### src/rtl/ddr_wr_data_capture.sv
// Memory-model write-data receiver: queues write commands, waits each one's write latency,
// checks the DQS preamble and strobe toggling, then assembles BL beats of DQ into one word.
module ddr_wr_data_capture #(
    parameter int DQ_W      = 8,
    parameter int MAX_BL    = 8,
    parameter int ADDR_W    = 24,
    parameter int CMD_DEPTH = 4
) (
    input  logic                   CK_t,
    input  logic                   reset,
    input  logic                   cmd_valid,
    output logic                   cmd_rdy,
    input  logic [ADDR_W-1:0]      cmd_addr,
    input  logic [3:0]             cmd_bl,
    input  logic [1:0]             cmd_pre,
    input  logic [4:0]             cmd_cwl,
    input  logic [DQ_W-1:0]        dq,
    input  logic                   dqs_t,
    input  logic                   dqs_c,
    output logic                   wr_valid,
    output logic [ADDR_W-1:0]      wr_addr,
    output logic [DQ_W*MAX_BL-1:0] wr_data,
    output logic                   err_pre,
    output logic                   err_dqs,
    output logic                   err_late,
    output logic                   busy
);

    localparam int PW = $clog2(CMD_DEPTH);
    localparam int CW = PW + 1;
    localparam int DW = DQ_W * MAX_BL;

    typedef enum logic [1:0] {IDLE, WAIT, PRE, BURST} state_t;

    typedef struct packed {
        logic [ADDR_W-1:0] addr;
        logic [3:0]        bl;
        logic [1:0]        pre;
        logic [15:0]       stamp;
        logic [4:0]        dly;
    } ent_t;

    state_t            state_q, state_d;
    ent_t              fifo_q [CMD_DEPTH];
    ent_t              in_ent;
    logic [PW-1:0]     rd_ptr_q, rd_ptr_d, wr_ptr_q, wr_ptr_d, rd_nx;
    logic [CW-1:0]     count_q, count_d;
    logic [15:0]       cyc_q;
    logic [3:0]        ph_q, ph_d;
    logic              sticky_q, sticky_d;
    logic [DW-1:0]     data_q, data_d, data_nx;
    logic              wr_valid_q, wr_valid_d;
    logic [ADDR_W-1:0] wr_addr_q, wr_addr_d;
    logic [DW-1:0]     wr_data_q, wr_data_d;
    logic              err_pre_q, err_pre_d, err_dqs_q, err_dqs_d, err_late_q, err_late_d;
    logic              full, push, rel, beat_bad;
    logic              sel_on, sel_vld, sel_fifo;
    logic [15:0]       sel_stamp;
    logic [4:0]        sel_dly, in_dly;
    logic [1:0]        pop_n;

    function automatic logic is_late(input logic [15:0] now, input logic [15:0] stamp,
                                     input logic [4:0] dly);
        logic [15:0] age;
        age = now - stamp;
        return age > {11'd0, dly};
    endfunction

    function automatic logic due_next(input logic [15:0] now, input logic [15:0] stamp,
                                      input logic [4:0] dly);
        logic [15:0] age;
        age = now + 16'd1 - stamp;
        return age == {11'd0, dly};
    endfunction

    assign full  = (count_q == CW'(CMD_DEPTH));
    assign push  = cmd_valid && !full;
    assign rd_nx = rd_ptr_q + PW'(1);

    always_comb begin
        in_dly = (cmd_cwl > {3'd0, cmd_pre}) ? cmd_cwl - {3'd0, cmd_pre} : 5'd1;
        in_ent = '{addr: cmd_addr, bl: cmd_bl, pre: cmd_pre, stamp: cyc_q, dly: in_dly};
    end

    always_comb begin
        state_d    = state_q;
        ph_d       = ph_q;
        sticky_d   = sticky_q;
        data_d     = data_q;
        data_nx    = data_q;
        wr_valid_d = 1'b0;
        wr_addr_d  = wr_addr_q;
        wr_data_d  = wr_data_q;
        err_pre_d  = 1'b0;
        err_dqs_d  = 1'b0;
        err_late_d = 1'b0;
        rel        = 1'b0;
        pop_n      = 2'd0;
        beat_bad   = 1'b0;
        sel_on     = 1'b0;
        sel_fifo   = 1'b0;
        sel_vld    = 1'b0;
        sel_stamp  = cyc_q;
        sel_dly    = in_dly;

        case (state_q)
            IDLE, WAIT: begin
                // An empty FIFO lets the command being accepted this cycle be the head.
                sel_on   = 1'b1;
                sel_fifo = (count_q != '0);
                sel_vld  = sel_fifo || push;
                if (sel_fifo) begin
                    sel_stamp = fifo_q[rd_ptr_q].stamp;
                    sel_dly   = fifo_q[rd_ptr_q].dly;
                end
            end
            PRE: begin
                if (!dqs_t || dqs_c) begin
                    err_pre_d = 1'b1;
                    rel       = 1'b1;
                end else if (ph_q == {2'b00, fifo_q[rd_ptr_q].pre} - 4'd1) begin
                    state_d = BURST;
                    ph_d    = '0;
                end else begin
                    ph_d = ph_q + 4'd1;
                end
            end
            BURST: begin
                beat_bad = (dqs_t == dqs_c) || (dqs_t != ph_q[0]);
                for (int k = 0; k < MAX_BL; k++) begin
                    if (ph_q == 4'(k)) data_nx[k*DQ_W +: DQ_W] = dq;
                end
                data_d   = data_nx;
                sticky_d = sticky_q || beat_bad;
                if (ph_q == fifo_q[rd_ptr_q].bl - 4'd1) begin
                    wr_valid_d = 1'b1;
                    wr_addr_d  = fifo_q[rd_ptr_q].addr;
                    wr_data_d  = data_nx;
                    err_dqs_d  = sticky_q || beat_bad;
                    rel        = 1'b1;
                end else begin
                    ph_d = ph_q + 4'd1;
                end
            end
            default: state_d = IDLE;
        endcase

        // Releasing the current entry: the one behind it decides seamless PRE, WAIT or IDLE.
        if (rel) begin
            sel_on   = 1'b1;
            pop_n    = 2'd1;
            sel_fifo = (count_q > CW'(1));
            sel_vld  = sel_fifo || push;
            if (sel_fifo) begin
                sel_stamp = fifo_q[rd_nx].stamp;
                sel_dly   = fifo_q[rd_nx].dly;
            end
        end

        if (sel_on) begin
            if (sel_vld && sel_fifo && is_late(cyc_q, sel_stamp, sel_dly)) begin
                pop_n      = pop_n + 2'd1;
                err_late_d = 1'b1;
                state_d    = WAIT;
            end else if (sel_vld && due_next(cyc_q, sel_stamp, sel_dly)) begin
                state_d  = PRE;
                ph_d     = '0;
                data_d   = '0;
                sticky_d = 1'b0;
            end else begin
                state_d = WAIT;
            end
        end

        count_d  = count_q + CW'(push) - CW'(pop_n);
        rd_ptr_d = rd_ptr_q + PW'(pop_n);
        wr_ptr_d = wr_ptr_q + PW'(push);
        if (state_d == WAIT && count_d == '0) state_d = IDLE;
    end

    always_ff @(posedge CK_t) begin
        if (push) fifo_q[wr_ptr_q] <= in_ent;
    end

    always_ff @(posedge CK_t) begin
        if (reset) begin
            state_q    <= IDLE;
            cyc_q      <= '0;
            rd_ptr_q   <= '0;
            wr_ptr_q   <= '0;
            count_q    <= '0;
            ph_q       <= '0;
            sticky_q   <= 1'b0;
            data_q     <= '0;
            wr_valid_q <= 1'b0;
            wr_addr_q  <= '0;
            wr_data_q  <= '0;
            err_pre_q  <= 1'b0;
            err_dqs_q  <= 1'b0;
            err_late_q <= 1'b0;
        end else begin
            state_q    <= state_d;
            cyc_q      <= cyc_q + 16'd1;
            rd_ptr_q   <= rd_ptr_d;
            wr_ptr_q   <= wr_ptr_d;
            count_q    <= count_d;
            ph_q       <= ph_d;
            sticky_q   <= sticky_d;
            data_q     <= data_d;
            wr_valid_q <= wr_valid_d;
            wr_addr_q  <= wr_addr_d;
            wr_data_q  <= wr_data_d;
            err_pre_q  <= err_pre_d;
            err_dqs_q  <= err_dqs_d;
            err_late_q <= err_late_d;
        end
    end

    assign cmd_rdy  = !full;
    assign wr_valid = wr_valid_q;
    assign wr_addr  = wr_addr_q;
    assign wr_data  = wr_data_q;
    assign err_pre  = err_pre_q;
    assign err_dqs  = err_dqs_q;
    assign err_late = err_late_q;
    assign busy     = (state_q != IDLE) || (count_q != '0);

endmodule

### config.mk
export PLATFORM = sky130hd
export DESIGN_NAME = ddr_wr_data_capture
export DESIGN_NICKNAME = d
export VERILOG_FILES = /design/src/rtl/ddr_wr_data_capture.sv
export SDC_FILE = /design/constraint.sdc
export NUM_CORES = 1
export LEC_CHECK = 0
export ABC_AREA = 1
export CAP_MARGIN = 0
export CORE_ASPECT_RATIO = 2
export CORE_MARGIN = 10
export CORE_UTILIZATION = 55
export CTS_CLUSTER_DIAMETER = 120
export DETAILED_ROUTE_END_ITERATION = 10
export PLACE_DENSITY = 0.8
export SLEW_MARGIN = 20
export SYNTH_ARGS = -nofsm -noshare
export SYNTH_HDL_FRONTEND = slang
export SYNTH_SLANG_ARGS = --single-unit
### constraint.sdc
create_clock -name CK_t -period 12.1 [get_ports CK_t]
set_input_delay 1.21 -clock CK_t [delete_from_list [all_inputs] [get_ports CK_t]]
set_output_delay 1.21 -clock CK_t [all_outputs]
set_load 0.01 [all_outputs]
# After elaboration in Yosys (flattened, before gate mapping)
# Memory sizes are Yosys's and may differ from the RTL's. A register that Yosys moved wholly into a read port is not among the register bits.
# Cells that the tools add are included.
[op_classes]
n_addsub = 13
n_mul = 0
div = 0
n_lt_le_gt_ge = 3
eq_ne = 17
n_shift = 0
mux = 54
bitwise_logic = 4
n_reduce_logical = 25
[op_table]
columns = ["operator", "n"]
rows = [
  ["64-bit two-way mux", 4],
  ["16-bit two-way mux", 4],
  ["8-bit two-way mux", 8],
  ["16-bit subtractor", 2],
  ["5-bit two-way mux", 5],
  ["4-bit two-way mux", 6],
  ["2-bit two-way mux", 9],
  ["16-bit by 1-bit adder with 16-bit output, second input constant", 1],
  ["16-bit by 5-bit == test with 1-bit output", 1],
  ["4-bit by 3-bit == test with 1-bit output, second input constant", 4],
  ["16-bit by 5-bit > comparator with 1-bit output", 1],
  ["1-bit two-way mux", 16],
  ["2-bit OR reduction", 5],
  ["4-bit by 2-bit == test with 1-bit output, second input constant", 2],
  ["4-bit == test", 2],
  ["4-bit one-hot mux with 2 select lines", 1],
  ["1-bit logical OR", 6],
  ["5-bit by 2-bit > comparator with 1-bit output", 1],
  ["1-bit logical AND", 5],
  ["5-bit by 2-bit subtractor with 5-bit output", 1],
  ["2-bit by 1-bit adder with 2-bit output, second input constant", 2],
  ["4-bit by 1-bit adder with 4-bit output, second input constant", 1],
  ["2-bit by 1-bit == test with 1-bit output, second input constant", 2],
  ["2-bit == test, second input constant", 2],
  ["21 further kinds", 25],
]
[word_totals]
reg_bits = 186
latchBits = 0
mem_bits_rw = 204
mem_bits_ro = 0
inputBits = 48
output_inout_bits = 94
elab_cells = 131
n_memories = 1
[memory_table]
columns = ["name", "depth", "word_bits", "rd", "rd_clocked_by_memory_dff", "wr", "line_no", "text"]
rows = [
  ["fifo_q", 4, 51, 2, 1, 1, "44", "ent_t fifo_q [CMD_DEPTH];"],
]

# Depth between registers and ports, before layout
# Gate-level depths: netlist of the first run.
[depth]
ltp_word = 14
mapped_depth = 48
depth_no_buf = 45

# Worst setup path after synthesis of the first run
# Ideal clock, no wire load.
[synth_path]
path_kind = "input port to flip-flop"
start = "input port dqs_c"
end = "register state_q[0]"
setup_ps = 125
arrival_ps = 5996
required_time_ps = 11975
slack_ps = 5979
path_stages = 39
path_buffers = 2
path_cell_list = "inv_1 ha_1 inv_1 nand2_1 nand2_2 buf_4 nand2_1 buf_2 mux2i_1 inv_1 ha_1 inv_1 ha_1 inv_1 nand2_1 nand3_1 nand2_1 nand2_1 [... 3 more ...] o32ai_1 nand3_1 nor2_1 nand2_1 nor2_1 nand3_1 nand2_1 inv_1 ha_1 inv_1 nor2_1 ha_1 inv_1 ha_1 fa_1 xor2_1 o41ai_1 nor2_1"
[synth_via]
elab_chain_cells = 13
word_cells_on_any_way = 29
classes_between = "4 x add/sub; 1 x order compare; 2 x eq/ne; 15 x mux; 7 x reduce/logical"
[synth_rtl]
columns = ["item", "line_no", "text"]
rows = [
  ["from (decl)", "19", "input logic dqs_c,"],
  ["1-bit logical OR *", "118", "if (!dqs_t || dqs_c) begin"],
  ["1-bit two-way mux", "118", ""],
  ["1-bit one-hot mux with 2 select lines", "106", "case (state_q)"],
  ["16-bit two-way mux", "149", "if (rel) begin"],
  ["16-bit subtractor (on tied branches)", "65, 72", ""],
  ["16-bit by 5-bit > comparator with 1-bit output or 16-bit by 5-bit == test with 1-bit output (tied branches)", "66, 73", ""],
  ["1-bit logical AND (on tied branches)", "161, 165", ""],
  ["2-bit two-way mux (on tied branches)", "161, 165", ""],
  ["2-bit two-way mux (on tied branches)", "160, 161", ""],
  ["3-bit by 2-bit subtractor with 3-bit output or 2-bit two-way mux (tied branches)", "175, 160", ""],
  ["3-bit logical NOT or 2-bit by 1-bit == test with 1-bit output (tied branches)", "178", "if (state_d == WAIT && count_d == '0) state_d = IDLE;"],
  ["1-bit logical AND", "178", ""],
  ["2-bit OR reduction (no line)", "-", ""],
  ["to (signal assigned)", "202", "state_q <= state_d;"],
  ["to (decl)", "43", "state_t state_q, state_d;"],
]
# Every way passes the cells marked *; elsewhere a longest branch is shown, timed or not.
# A chain may end at the register's enable or synchronous reset.

# Worst setup path after layout of the first run
[layout_path]
start = "register rd_ptr_q[0]"
end = "register state_q[0]"
[layout_via]
elab_chain_cells = 13
word_cells_on_any_way = 22
classes_between = "4 x add/sub; 1 x order compare; 2 x eq/ne; 9 x mux; 5 x reduce/logical; 1 x memory"
[layout_rtl]
columns = ["item", "line_no", "text"]
rows = [
  ["from (decl)", "46", "logic [PW-1:0] rd_ptr_q, rd_ptr_d, wr_ptr_q, wr_ptr_d, rd_nx;"],
  ["from (signal assigned)", "204", "rd_ptr_q <= rd_ptr_d;"],
  ["2-bit by 1-bit adder with 2-bit output *", "78", "assign rd_nx = rd_ptr_q + PW'(1);"],
  ["memory 4 x 51 bit *", "-", ""],
  ["16-bit two-way mux", "154", "if (sel_fifo) begin"],
  ["16-bit two-way mux", "149", ""],
  ["16-bit subtractor (on tied branches)", "65, 72", ""],
  ["16-bit by 5-bit > comparator with 1-bit output or 16-bit by 5-bit == test with 1-bit output (tied branches)", "66, 73", ""],
  ["1-bit logical AND (on tied branches)", "161, 165", ""],
  ["2-bit two-way mux (on tied branches)", "161, 165", ""],
  ["2-bit two-way mux (on tied branches)", "160, 161", ""],
  ["3-bit by 2-bit subtractor with 3-bit output or 2-bit two-way mux (tied branches)", "175, 160", ""],
  ["3-bit logical NOT or 2-bit by 1-bit == test with 1-bit output (tied branches)", "178", ""],
  ["1-bit logical AND", "178", ""],
  ["2-bit OR reduction (no line)", "-", ""],
]
# Marks and branches as above.

==> out/results.ini, run 1 <==
[pwr]
irDropWorstVdd_v = 0.000149
total_power_mw = 4.38
leakage_nw = 9.20
powerDensity_nw_per_um2 = 203

[clock_network]
clk_pin_slew_worst_paths_ps = 70
ctsRootBufferMaster = clkbuf_16
ctsHoldBuffers = 0
cts_setup_buffers = 0
clk_latency_ps = 570
h-tree-depth = 2
cts_num_sinks = 390
cts_buffer_depth = 3
cts_tree = built
cts_resized = 0
cts_buffers = 34

[die]
die_w_um = 151
initial_utilization = 0.554
core_um2 = 34100
core.rowCount = 96
ios = 142
dieArea_um2 = 42600
die_h_um = 282

[worst_setup_path]
cp_slowest_cell = buf_4
critPathKind = reg2reg
worstReg2RegStart = rd_ptr_q[0]$_SDFF_PP0_
endpoint_kind = register
reg2regPathDepth = 44
r2r-end = state_q[0]$_SDFF_PP0_
critPathMaxFanout = 98
cp.arrival_ps = 9030
reg2reg_setup_slack_ps = 3500
timing.critical_path.mode_cell = nand2_1
crit_family = simple AND/OR/NAND/NOR gates
worst_setup_path_start_kind = register
critPathMaxStageDelay_ps = 750
path_buf_inv = 8
crit_required_ps = 12530

[synth]
ys_seq_area_frac = 0.522
synth_commonest_cells = nand2_1, o21ai_0, inv_1, edfxtp_1, nand3_1
yosysMostFrequentCell = nand2_1
synth.net_count = 2350
synth_edf_count = 204
synth_async_sr_flop_share = 0
synth_flop_cell = edfxtp_1
post_synth_num_cell_types = 54
synthCells = 2261
syn-cell-area_um2 = 18900
synth_area_leaders = edfxtp_1, dfxtp_1, nand2_1
ys_warn_count = 0
synth_seq_cells = 390
synth_top_area_cell = edfxtp_1
syn_avg_cell_area_um2 = 8.35
synth_top_area_share = 0.324

[layout]
n_antenna_cell = 0
layout-drive-gt1-share = 0.0497
final_core_util = 0.634
area_growth_pct = 14.5
stdcell_area_um2 = 21600
final_net_count = 2440
instances_no_fill = 2816

[timing]
fin_hold_ws_ps = 467
fin_crit_ps = 8600
tightestPinTransition_ps = 1040
worst_slack_ps = 3500
max_slew_margin = 0.309
skew_ps = 40.3
fin_crit_sh = 0.711
setup_tns_ps = 0
rsz0062_at_grt = no
timing.fmax_mhz = 116
final_max_slew_viol_count = 0
finalSetupViolCount = 0
hold_viol = 0

[place]
portBuffers = 141
dpl_cell_area_um2 = 20500
routabilityCongestion = 0.980
dp_cells = 2756
hpwl_mm = 36.8
pre_cts_ws_ps = 3600

[grt]
overflow = 0
grt_usage = 0.242
grt_antenna_before_repair = 0
grt_max_degree = 99
grt_pass1_vias = 15800
grt_first_pass_wirelength_mm = 81.5

[detailed_routing]
ant_nets = 0
firstDrtPassIters = 5
drt-initial-drc-count = 1085
avgViaCountPerCell = 5.68
route.detailed.drc = 0
drt-wirelength-per-cell_um = 18.6
drt_wl_total_mm = 52.5
vias = 16000

[min_path]
worst_hold_path_type = reg2reg
hold_depth = 2
min_to = wr_data[8]$_SDFFE_PP0N_
hold_start = wr_data[8]$_SDFFE_PP0N_

[status]
outcome = completed

[job]
drv_cap = 0

## flip-flops by register name (all words and copies together), names as in the netlist
| register | count |
|---|---|
| err_dqs | 1 |
| wr_addr | 24 |
| ph_q | 4 |
| data_q | 64 |
| sticky_q | 1 |
| err_late | 1 |
| state_q | 2 |
| wr_data | 64 |
| rd_ptr_q | 2 |
| wr_ptr_q | 2 |
| err_pre | 1 |
| fifo_q | 204 |
| cyc_q | 16 |
| count_q | 3 |
| wr_valid | 1 |
## cell usage in the layout (no fill, tap or decap), types with 7 or more instances in the layout
cell type	synthesis	final
a21oi_1	100	100
a221oi_1	24	24
a22oi_1	7	7
buf_4	3	21
clkbuf_1	71	10
clkbuf_16	0	35
clkdlybuf4s50_1	0	140
dfxtp_1	186	185
edfxtp_1	204	204
ha_1	39	39
inv_1	215	214
inv_2	6	8
mux2i_1	32	32
nand2_1	576	575
nand2_2	11	12
nand3_1	196	196
nand3b_1	7	7
nand4_1	12	12
nor2_1	194	193
nor2_2	8	9
nor3_1	11	7
o21ai_0	222	222
o21ai_1	14	14
o221ai_1	11	11
xor2_1	20	20
## power by group
part           switching (mW)  internal [mW]  leakage [nW]  total [mW]
sequential             0.0337           1.49          3.39        1.52
combinational            1.21          0.555          5.27        1.76
clock                   0.500          0.597         0.543        1.10
## layer usage
metal,wire [um],track usage,part of all wire
met5,0,0,0
met4,3750,0.170,0.071
met3,3070,0.0418,0.058
met2,27700,0.449,0.53
met1,18000,0.234,0.34
## worst max-delay path by stage
stage                                 startpoint                    end  slack, ps  cells after the start
after floorplan                            dqs_c  state_q[0]$_SDFF_PP0_       5980                     39
after global placement                     dqs_t  state_q[0]$_SDFF_PP0_       3890                     37
after detailed placement  rd_ptr_q[0]$_SDFF_PP0_  state_q[0]$_SDFF_PP0_       3600                     44
after CTS                 rd_ptr_q[0]$_SDFF_PP0_  state_q[0]$_SDFF_PP0_       3570                     44
after global routing      rd_ptr_q[0]$_SDFF_PP0_  state_q[0]$_SDFF_PP0_       2860                     44
final                     rd_ptr_q[0]$_SDFF_PP0_  state_q[0]$_SDFF_PP0_       3500                     44
## logic make-up (layout without fill, tap and decap cells)
family                     after synthesis  after routing  synth area share
DFF                                    390            390             0.522
xor gates and xnor gates                25             25            0.0116
adders and majority gates               41             41            0.0280
muxes                                   32             32            0.0170
AOI/OAI and AO/OA                      411            411             0.121
and+or+nand+nor                       1031           1031             0.229
buffers and inverters                  331            445            0.0718
## worst register-to-register path, delay by kind of cell (launching register included)
kind,cells,cell delay (ps)
AND/OR/NAND/NOR,22,3400
adder cells (fa/ha/maj),8,1960
buffers and inverters,8,1310
AO/OA/AOI/OAI,2,560
XOR/XNOR,3,550
multiplexers,1,350
flip-flops,1,330
## area by class of cell
class | instances | area [um^2]
fill | 2881 | 12500
sequential | 390 | 9850
multi-input combinational | 1540 | 7700
timing repair buffer | 162 | 1560
clock buffer | 50 | 982
inverter | 223 | 837
tap | 441 | 552
clock inverter | 10 | 130
(Power assumes the default switching activity.)
==> run 2: changes to the inputs <==
Clock period 12.1 ns to 8.5 ns, I/O delays scaled along.
==> run 2 against run 1 <==
  * Combinational power increased by 45%
  * Fmax increased by 18%
  * Non-clock buffer count increased by 2
  * Setup slack got worse by 2300 ps
  * Sequential power up 43%
==> out/results.ini, run 2 (synthesized netlist as in run 1, its figures left out) <==
[status]
outcome = completed

[clock_network]
cts_buffers = 34  ; unchanged
cts_setup_buffers = 0  ; unchanged
cts_resized = 0  ; unchanged
ctsHoldBuffers = 0  ; unchanged
cts_tree = built
ctsRootBufferMaster = clkbuf_16
cts_buffer_depth = 3  ; unchanged
h-tree-depth = 2  ; unchanged
clk_latency_ps = 570  ; about the same
cts_num_sinks = 390  ; unchanged
clk_pin_slew_worst_paths_ps = 80  ; about the same

[place]
dp_cells = 2758  ; +0.073%
hpwl_mm = 38.0  ; +3.1%
routabilityCongestion = 1.04  ; +5.6%
portBuffers = 141  ; unchanged

[grt]
overflow = 0  ; unchanged
grt_usage = 0.250  ; +0.00798
grt_max_degree = 93  ; -6.1%
grt_pass1_vias = 15900  ; +0.68%
grt_antenna_before_repair = 0  ; unchanged
grt_first_pass_wirelength_mm = 83.6  ; +2.6%

[detailed_routing]
drt-wirelength-per-cell_um = 19.1  ; +2.5%
vias = 16100  ; +0.85%
avgViaCountPerCell = 5.73  ; +0.78%
drt_wl_total_mm = 53.9  ; +2.6%
ant_nets = 0  ; unchanged
route.detailed.drc = 0  ; unchanged
drt-initial-drc-count = 1206  ; +11%
firstDrtPassIters = 5  ; unchanged

[timing]
final_max_slew_viol_count = 0  ; unchanged
fin_crit_sh = 0.856  ; +0.145
skew_ps = 27.5  ; -12.8 ps
fin_hold_ws_ps = 467  ; -0.571 ps
tightestPinTransition_ps = 1010  ; -25.3 ps
fin_crit_ps = 7270  ; -1330 ps
hold_viol = 0  ; unchanged
max_slew_margin = 0.322  ; +0.0127
timing.fmax_mhz = 137  ; +18%
rsz0062_at_grt = no
setup_tns_ps = 0  ; unchanged
finalSetupViolCount = 0  ; unchanged

[min_path]
hold_start = wr_data[12]$_SDFFE_PP0N_
min_to = wr_data[12]$_SDFFE_PP0N_
worst_hold_path_type = reg2reg
hold_depth = 2  ; unchanged

[pwr]
irDropWorstVdd_v = 0.000221  ; +48%
powerDensity_nw_per_um2 = 295  ; +46%
leakage_nw = 9.25  ; +0.61%
total_power_mw = 6.42  ; +47%

[job]
drv_cap = 0  ; unchanged

[die]
core_um2 = 34100  ; unchanged
core.rowCount = 96  ; unchanged
initial_utilization = 0.554  ; unchanged
ios = 142  ; unchanged
dieArea_um2 = 42600  ; unchanged
die_w_um = 151  ; unchanged
die_h_um = 282  ; unchanged

[layout]
instances_no_fill = 2818  ; +0.071%
largest-register = fifo_q
layout-drive-gt1-share = 0.0522  ; +0.00248
area_growth_pct = 15.2
largest_register_ffs = 204  ; unchanged
layout_common_cells = nand2_1, o21ai_0, inv_1, edfxtp_1, nand3_1
final_common_cell = nand2_1
final_net_count = 2442  ; +0.082%
n_antenna_cell = 0  ; unchanged

[worst_setup_path]
worst_setup_path_start_kind = register
r2r-end = state_q[0]$_SDFF_PP0_
crit_required_ps = 8930  ; -3600 ps
critPathKind = reg2reg
critPathMaxFanout = 73  ; -26%
cp_slowest_cell = buf_4
endpoint_kind = register
cp.arrival_ps = 7700  ; -1330 ps
reg2regPathDepth = 43  ; -2.3%
critPathMaxStageDelay_ps = 640  ; -110 ps
timing.critical_path.mode_cell = nand2_1
reg2reg_setup_slack_ps = 1230  ; -2270 ps
worstReg2RegStart = rd_ptr_q[1]$_SDFF_PP0_

## run 2: layout make-up
type                    count  area (um^2)
fillers                  2830        12400
flip-flops and latches    390         9850
multi-input cells        1540         7700
repair buffers            164         1580
clock buffers              42          911
inverters                 223          837
well taps                 441          552
clock inverters            18          324
## run 2: power breakdown
part / internal (mW) / total [mW] / leakage [nW] / switching [mW]
Combinational: 0.791 / 2.55 / 5.28 / 1.76
Clock: 0.968 / 1.70 / 0.589 / 0.736
Sequential: 2.12 / 2.17 / 3.39 / 0.0514
## run 2: through the flow
stage	util	instance area (um^2)	setup slack, ps
6_report	0.638	21800	1230
5_1_grt	0.638	21800	651
4_1_cts	0.638	21800	1220
3_5_place_dp	0.601	20500	1180
3_3_place_gp	0.601	20500	1360
2_1_floorplan	-	18900	2440
## run 2: metal layers
metal,part of all wire,global-route usage,up-vias
met5,0,0,-
met4,0.073,0.173,0
met3,0.066,0.0436,184
li1,-,-,7751
met1,0.33,0.238,7508
met2,0.54,0.468,692
## run 2: worst max-delay path, delay by kind of cell (launching register included)
| kind | cells | cell delay (ps) |
|---|---|---|
| DFF | 1 | 300 |
| xor gates and xnor gates | 2 | 340 |
| and+or+nand+nor | 22 | 2520 |
| buffers and inverters | 9 | 1390 |
| AOI/OAI and AO/OA | 2 | 590 |
| muxes | 1 | 190 |
| adders and majority gates | 7 | 1750 |
## run 2: how the worst max path moves through the flow
stage,startpoint,to,slack (ps),cells after the start
finish,rd_ptr_q[1]$_SDFF_PP0_,state_q[0]$_SDFF_PP0_,1230,43
global route,rd_ptr_q[0]$_SDFF_PP0_,state_q[0]$_SDFF_PP0_,650,43
CTS,rd_ptr_q[1]$_SDFF_PP0_,state_q[0]$_SDFF_PP0_,1220,43
detailed placement,dqs_t,state_q[0]$_SDFF_PP0_,1180,37
global placement,dqs_t,state_q[0]$_SDFF_PP0_,1360,37
floorplan,rd_ptr_q[1]$_SDFF_PP0_,state_q[0]$_SDFF_PP0_,2440,46
